File: src/rtl/rocc_resp_stage.sv
// rtl/rocc_resp_stage.sv - RoCC response stage: HLS result FIFO, response driver, in-flight counter
//
// Purpose: buffers 128-bit HLS OUT_r result words in a small FIFO and presents
// them on the RoCC response channel. Also tracks commands accepted but not yet
// answered (in_flight_count / rocc_busy), with sticky over/underflow flags.
//
// Ports:
//   clock, reset            single clock, synchronous active-high reset
//   acc_out_valid/ready     HLS OUT_r stream handshake
//   acc_out_data[127:0]     rd in [4:0], data in [2*XLEN-1:XLEN]
//   cmd_fire                a RoCC command was accepted this cycle
//   rocc_resp_valid/ready   RoCC response handshake
//   rocc_resp_bits_rd/data  response payload
//   rocc_busy               in_flight_count != 0
//   in_flight_count         commands accepted but not yet responded
//   err_underflow           sticky: response fired with nothing in flight
//   err_overflow            sticky: in-flight counter saturated
//
// Build option: define ROCC_RESP_BYPASS_EN to present an arriving word on the
// response channel in the same cycle when the FIFO is empty.

module rocc_resp_stage #(
    parameter int XLEN  = 64,
    parameter int DEPTH = 4,
    parameter int CNT_W = 6
) (
    input  logic             clock,
    input  logic             reset,
    input  logic             acc_out_valid,
    output logic             acc_out_ready,
    input  logic [127:0]     acc_out_data,
    input  logic             cmd_fire,
    input  logic             rocc_resp_ready,
    output logic             rocc_resp_valid,
    output logic [4:0]       rocc_resp_bits_rd,
    output logic [XLEN-1:0]  rocc_resp_bits_data,
    output logic             rocc_busy,
    output logic [CNT_W-1:0] in_flight_count,
    output logic             err_underflow,
    output logic             err_overflow
);

    localparam int AW = (DEPTH > 1) ? $clog2(DEPTH) : 1;
    localparam int EW = 5 + XLEN;
    localparam logic [AW:0]      OCC_FULL = (AW + 1)'(DEPTH);
    localparam logic [CNT_W-1:0] CNT_MAX  = '1;

    logic [EW-1:0]   mem [DEPTH];
    logic [AW-1:0]   wr_ptr;
    logic [AW-1:0]   rd_ptr;
    logic [AW:0]     occ;
    logic            full;
    logic            empty;
    logic            enq;
    logic            deq;
    logic            resp_fire;
    logic            byp_take;
    logic [4:0]      in_rd;
    logic [XLEN-1:0] in_data;
    logic [4:0]      head_rd;
    logic [XLEN-1:0] head_data;

    assign in_rd   = acc_out_data[4:0];
    assign in_data = acc_out_data[2*XLEN-1:XLEN];

    assign full  = (occ == OCC_FULL);
    assign empty = (occ == '0);

    // Strict full: no enqueue while full even if a dequeue happens this cycle.
    assign acc_out_ready = !full && !reset;

    // Head entry reads as zero when empty so the payload is clean after reset.
    assign head_rd   = empty ? 5'd0 : mem[rd_ptr][EW-1:XLEN];
    assign head_data = empty ? '0   : mem[rd_ptr][XLEN-1:0];

`ifdef ROCC_RESP_BYPASS_EN
    logic byp_sel;
    assign byp_sel             = empty && acc_out_valid && !reset;
    assign rocc_resp_valid     = !reset && (!empty || acc_out_valid);
    assign rocc_resp_bits_rd   = byp_sel ? in_rd   : head_rd;
    assign rocc_resp_bits_data = byp_sel ? in_data : head_data;
    // A bypassed word taken by the core is never written into the FIFO.
    assign byp_take            = byp_sel && rocc_resp_ready;
`else
    assign rocc_resp_valid     = !reset && !empty;
    assign rocc_resp_bits_rd   = head_rd;
    assign rocc_resp_bits_data = head_data;
    assign byp_take            = 1'b0;
`endif

    assign resp_fire = rocc_resp_valid && rocc_resp_ready;
    assign enq       = acc_out_valid && acc_out_ready && !byp_take;
    assign deq       = !empty && resp_fire;

    always_ff @(posedge clock) begin
        if (enq) begin
            mem[wr_ptr] <= {in_rd, in_data};
        end
    end

    // Pointers are AW bits wide and DEPTH is a power of two, so they wrap naturally.
    always_ff @(posedge clock) begin
        if (reset) begin
            wr_ptr <= '0;
            rd_ptr <= '0;
            occ    <= '0;
        end else begin
            if (enq) wr_ptr <= wr_ptr + AW'(1);
            if (deq) rd_ptr <= rd_ptr + AW'(1);
            case ({enq, deq})
                2'b10:   occ <= occ + (AW + 1)'(1);
                2'b01:   occ <= occ - (AW + 1)'(1);
                default: occ <= occ;
            endcase
        end
    end

    always_ff @(posedge clock) begin
        if (reset) begin
            in_flight_count <= '0;
            err_underflow   <= 1'b0;
            err_overflow    <= 1'b0;
        end else if (cmd_fire && !resp_fire) begin
            if (in_flight_count == CNT_MAX) begin
                err_overflow <= 1'b1;
            end else begin
                in_flight_count <= in_flight_count + CNT_W'(1);
            end
        end else if (resp_fire && !cmd_fire) begin
            if (in_flight_count == '0) begin
                err_underflow <= 1'b1;
            end else begin
                in_flight_count <= in_flight_count - CNT_W'(1);
            end
        end
    end

    assign rocc_busy = (in_flight_count != '0);

endmodule

File: config.mk
export PLATFORM = sky130hd
export DESIGN_NAME = rocc_resp_stage
export DESIGN_NICKNAME = d
export VERILOG_FILES = /design/src/rtl/rocc_resp_stage.sv
export SDC_FILE = /design/constraint.sdc
export NUM_CORES = 1
export LEC_CHECK = 0
export CAP_MARGIN = 20
export CORE_MARGIN = 3
export CORE_UTILIZATION = 25
export CTS_BUF_LIST = sky130_fd_sc_hd__clkbuf_8 sky130_fd_sc_hd__clkbuf_16
export CTS_CLUSTER_DIAMETER = 40
export CTS_CLUSTER_SIZE = 8
export DETAILED_ROUTE_END_ITERATION = 8
export GPL_ROUTABILITY_DRIVEN = 0
export REMOVE_ABC_BUFFERS = 1
export SYNTH_ARGS = -nofsm -noshare
export SYNTH_HDL_FRONTEND = slang
export SYNTH_SLANG_ARGS = --single-unit
File: constraint.sdc
create_clock -name clock -period 3.45 [get_ports clock]
set_clock_uncertainty 0.05 [all_clocks]
set_input_delay 0.345 -clock clock [delete_from_list [all_inputs] [get_ports clock]]
set_output_delay 0.345 -clock clock [all_outputs]
set_load 0.02 [all_outputs]
# Yosys cells after proc, flatten, opt, wreduce, memory -nomap -nowiden
# Memory sizes are Yosys's and may differ from the RTL's. A register that Yosys moved wholly into a read port is not among the register bits.
# Index checks and enable logic that the tools add are counted.
# totals
output_inout_bits	80
mem_count	1
reg_bits	15
mem_bits_rw	276
in_bits	133
word_cells	51
# memory_table
name	words	width	read_ports	rd_ports_with_merged_regs	wr	line_no	rtl
mem	4	69	1	1	1	48	logic [EW-1:0] mem [DEPTH];
# classes
muxes	11
bitwise	1
n_reduce_logical	20
n_addsub	6
n_eq_ne	6
# op_table
operator	count
$mux W64	1
$mux W6	4
$logic_and A1 B1 Y1	7
$add A6 B1 Y6 const B	1
$eq A6 B6 Y1 const B	1
$logic_not A6 Y1	1
$pmux W3 S2	1
$reduce_and A3 Y1	2
$reduce_bool A6 Y1	1
$sub A6 B1 Y6 const B	1
$logic_not A1 Y1	5
$mux W5	1
$add A2 B1 Y2 const B	2
$mux W2	2
$ne A2 B2 Y1 const B	2
$reduce_bool A2 Y1	2
$add A3 B1 Y3 const B	1
$eq A3 B3 Y1 const B	1
$logic_not A3 Y1	1
$sub A3 B1 Y3 const B	1
$eq A2 B1 Y1 const B	1
$eq A2 B2 Y1 const B	1
$mux W1	2
$reduce_and A2 Y1	1
$not A1 Y1	1

# Logic depth before layout (Yosys ltp)
# depth
word_depth	8
mapped_depth	13
ltp_nobuf	12

# Worst setup path after synthesis
# No wires, ideal clock.
# synth_path
path_kind	flip-flop to flip-flop
startpoint	register occ[0]
endpoint	memory mem[0][0] (netlist name), enable pin
t_required_ns	2.965
setup_time_ns	0.435
synth_period_minus_slack_ns	3.235
stages_incl_launch_ff	4
path_slack_ns	0.215
path_buffers	0
arrival_ns	2.750
path_cell_list	dfxtp_1 > inv_1 > a31oi_1 > and3_1
# synth_via
elab_chain_cells	6
# synth_rtl
element	line_no	rtl
start: declaration	51	logic [AW:0] occ;
start signal: assignment	111	2'b10: occ <= occ + (AW + 1)'(1);
start signal: assignment	112	2'b01: occ <= occ - (AW + 1)'(1);
$eq A3 B3 Y1	66	assign full = (occ == OCC_FULL);
$logic_not A1 Y1	70	assign acc_out_ready = !full && !reset;
$logic_and A1 B1 Y1	70	
net acc_out_ready	30	output logic acc_out_ready,
$logic_and A1 B1 Y1	92	assign enq = acc_out_valid && acc_out_ready && !byp_take;
$mux W1	96	if (enq) begin
$mux W1 (implied by the code)	97	mem[wr_ptr] <= {in_rd, in_data};
end: declaration	48	
# The timed path passes the listed nets, and every way through them passes these cells.

==> results.sh <==
export IMPL_crit_path_end="rocc_resp_bits_data[54]"
export IMPL_final_nets=889
export IMPL_synth_cell_types=37
export IMPL_grt_pass1_vias=6615
export IMPL_cts_root_buffer="clkbuf_16"
export IMPL_path_class="flip-flop to primary output"
export IMPL_post_route_min_period_ps=3120
export IMPL_maxCapViolations=0
export IMPL_path_clk_slew_ps=50
export IMPL_post_cts_buffers=0
export IMPL_critPathLaunchType="flip-flop"
export IMPL_critPathCaptureType="primary output"
export IMPL_cts_repair_resized=0
export IMPL_critPathMaxFanout=28
export IMPL_post_dp_cell_area_mm2=0.0138
export IMPL_holdBufCountCts=0
export IMPL_syn_area_mm2=0.0114
export IMPL_cts_max_path_buffers=3
export IMPL_peakVddDrop_v=0.000540
export IMPL_dp_hpwl_um=14700
export IMPL_reg2reg_slack_ps=440
export IMPL_pin_count=213
export IMPL_avgSynthCellArea_um2=20.8
export IMPL_synth_seq_area_share_pct=75.5
export IMPL_min_period_over_period_pct=90.4
export IMPL_fmax_mhz=320
export IMPL_synth_edff_count=276
export IMPL_setup_viol=0
export IMPL_dr_pass1_iters=4
export IMPL_wl_per_cell_um=18.6
export IMPL_yosys_area_top_type="edfxtp_1"
export IMPL_core_area_mm2=0.0447
export IMPL_overflow=0
export IMPL_grt_max_degree=72
export IMPL_final_core_util_pct=34.2
export IMPL_layout_drive_gt1_share_pct=21.4
export IMPL_initial_core_util_pct=25.6
export IMPL_synthTopCellsByArea="edfxtp_1 (73%), mux4_2 (14%), and2_1 (3.8%)"
export IMPL_worstHoldStart="acc_out_data[66]"
export IMPL_hp_class="input port to flip-flop"
export IMPL_synth_seq_cells=293
export IMPL_via_per_inst=4.27
export IMPL_via_count=5824
export IMPL_status="complete, no violations"
export IMPL_setup_tns_ps=0
export IMPL_die_y_um=220
export IMPL_worst_slew_pin_slew_ps=856
export IMPL_gr_usage_all_layers_pct=10.7
export IMPL_async_flop_share_pct=0
export IMPL_routed_wl_um=25400
export IMPL_htreeDepth=2
export IMPL_port_buffers=153
export IMPL_drc=0
export IMPL_ys_flop_type="edfxtp_1"
export IMPL_leakagePower_nw=4.93
export IMPL_cts_tree="built"
export IMPL_r2r_start="occ[2]"
export IMPL_finalInstanceArea_mm2=0.0153
export IMPL_drt_iter0_markers=300
export IMPL_r2r_end="in_flight_count[5]"
export IMPL_r2r_cells=12
export IMPL_hold_viol=0
export IMPL_grt_antenna_before_repair=1
export IMPL_insertion_delay_ps=550
export IMPL_p_per_area_mw_per_mm2=654
export IMPL_dp_slack_ps=305
export IMPL_crit_arrival_ps=2730
export IMPL_rsz0062_at_grt="no"
export IMPL_yosys_warnings=0
export IMPL_cp_required_ps=3050
export IMPL_setup_slack_ps=330
export IMPL_numClockSinks=293
export IMPL_die_w_um=220
export IMPL_syn2layout_area_growth_pct=33.7
export IMPL_drtAntennaViolNets=0
export IMPL_slew_viol_final=0
export IMPL_cts_buffers=50
export IMPL_num_rows=77
export IMPL_slew_limit_headroom_pct=42.9
export IMPL_netlist_area_leader_share_pct=72.5
export IMPL_die_area_mm2=0.0483
export IMPL_whs_ps=374
export IMPL_grt_pass1_wl_um=38800
export IMPL_netlist_instances=550
-- how the worst min path moves through the flow --
stage                     depth (start not counted)                  to  slack, ps
final                                             1           mem[3][2]        370
after global routing                              1           mem[3][9]        350
after CTS                                         1          mem[2][34]        320
after detailed placement                          2        err_overflow        390
after global placement                            2        err_overflow        390
after floorplan                                   1  in_flight_count[2]        360
-- sequential cells by signal, indices dropped and copies added, names as in the netlist, named ones only --
name / count
err_overflow: 1
err_underflow: 1
in_flight_count: 6
mem: 276
occ: 3
rd_ptr: 2
wr_ptr: 2
-- stage by stage --
step	std cells	total power (W)
finish	1363	0.0100
detailed placement	1283	0.00574
floorplan	524	0.00504
CTS	1362	0.0102
global route	1362	0.0104
global placement	1283	0.00573
-- per-layer routing --
layer	routed length, um	global-route usage (%)
met5	0	0
met4	517	4.06
met3	1880	3.52
met2	12000	17.1
met1	11000	13.6
-- cells by family (layout without fill, tap and decap cells) --
family          after synthesis  count (layout)  share of synthesized area, %
compound gates               21              21                          1.38
xor+xnor                      8               8                         0.613
mux                          70              70                          13.7
simple gates                109             109                          5.63
other cells                   0               1                             0
flops                       293             293                          75.5
fa+ha+maj                    13              13                          1.55
buf+inv                      36             256                          1.62
-- worst max-delay path, stage by stage, from the launching register on --
cell and delay, ps:
dfxtp_4 570, buf_12 310, mux4_2 550, and2_1 190, clkdlybuf4s50_1 550
-- area by class of cell --
class | instances | area [um^2]
clock buffers | 53 | 1300
fillers | 4291 | 29400
clock inverters | 26 | 188
multi-input cells | 221 | 2640
well taps | 592 | 741
inverters | 10 | 37.5
repair buffers | 167 | 1740
diodes | 1 | 2.50
flip-flops and latches | 293 | 8640
-- cell usage after synthesis (4+ instances only) --
library cell,instances
buf_2,8
xor2_1,5
edfxtp_1,276
a21oi_1,5
dfxtp_1,17
and2_1,70
clkbuf_1,15
nand2_1,4
nor2_1,18
and3_1,4
inv_1,10
mux4_2,69
ha_1,11
-- power breakdown --
group	switching [W]	leakage, nW	internal, W
combinational	0.000762	1.51	0.000762
clock	0.00154	0.775	0.00282
sequential	0.0000887	2.65	0.00403
total	0.00239	4.93	0.00761
-- layout by cell type, fill, tap and decap left out, drive strengths merged, types with 2 or more instances in the layout --
cell type	n
xor2	5
fa	2
nand2	5
bufinv	2
clkbuf	53
and3	4
dfxtp	17
nand3	2
xnor2	3
nor2b	2
a21o	3
mux4	69
edfxtp	276
clkinv	10
a31oi	3
or3	2
inv	23
a21oi	6
nor2	18
a211oi	3
ha	11
clkdlybuf4s50	153
buf	14
and2	71
o21ai	3
No activity file was read; power rests on OpenSTA's default activity.
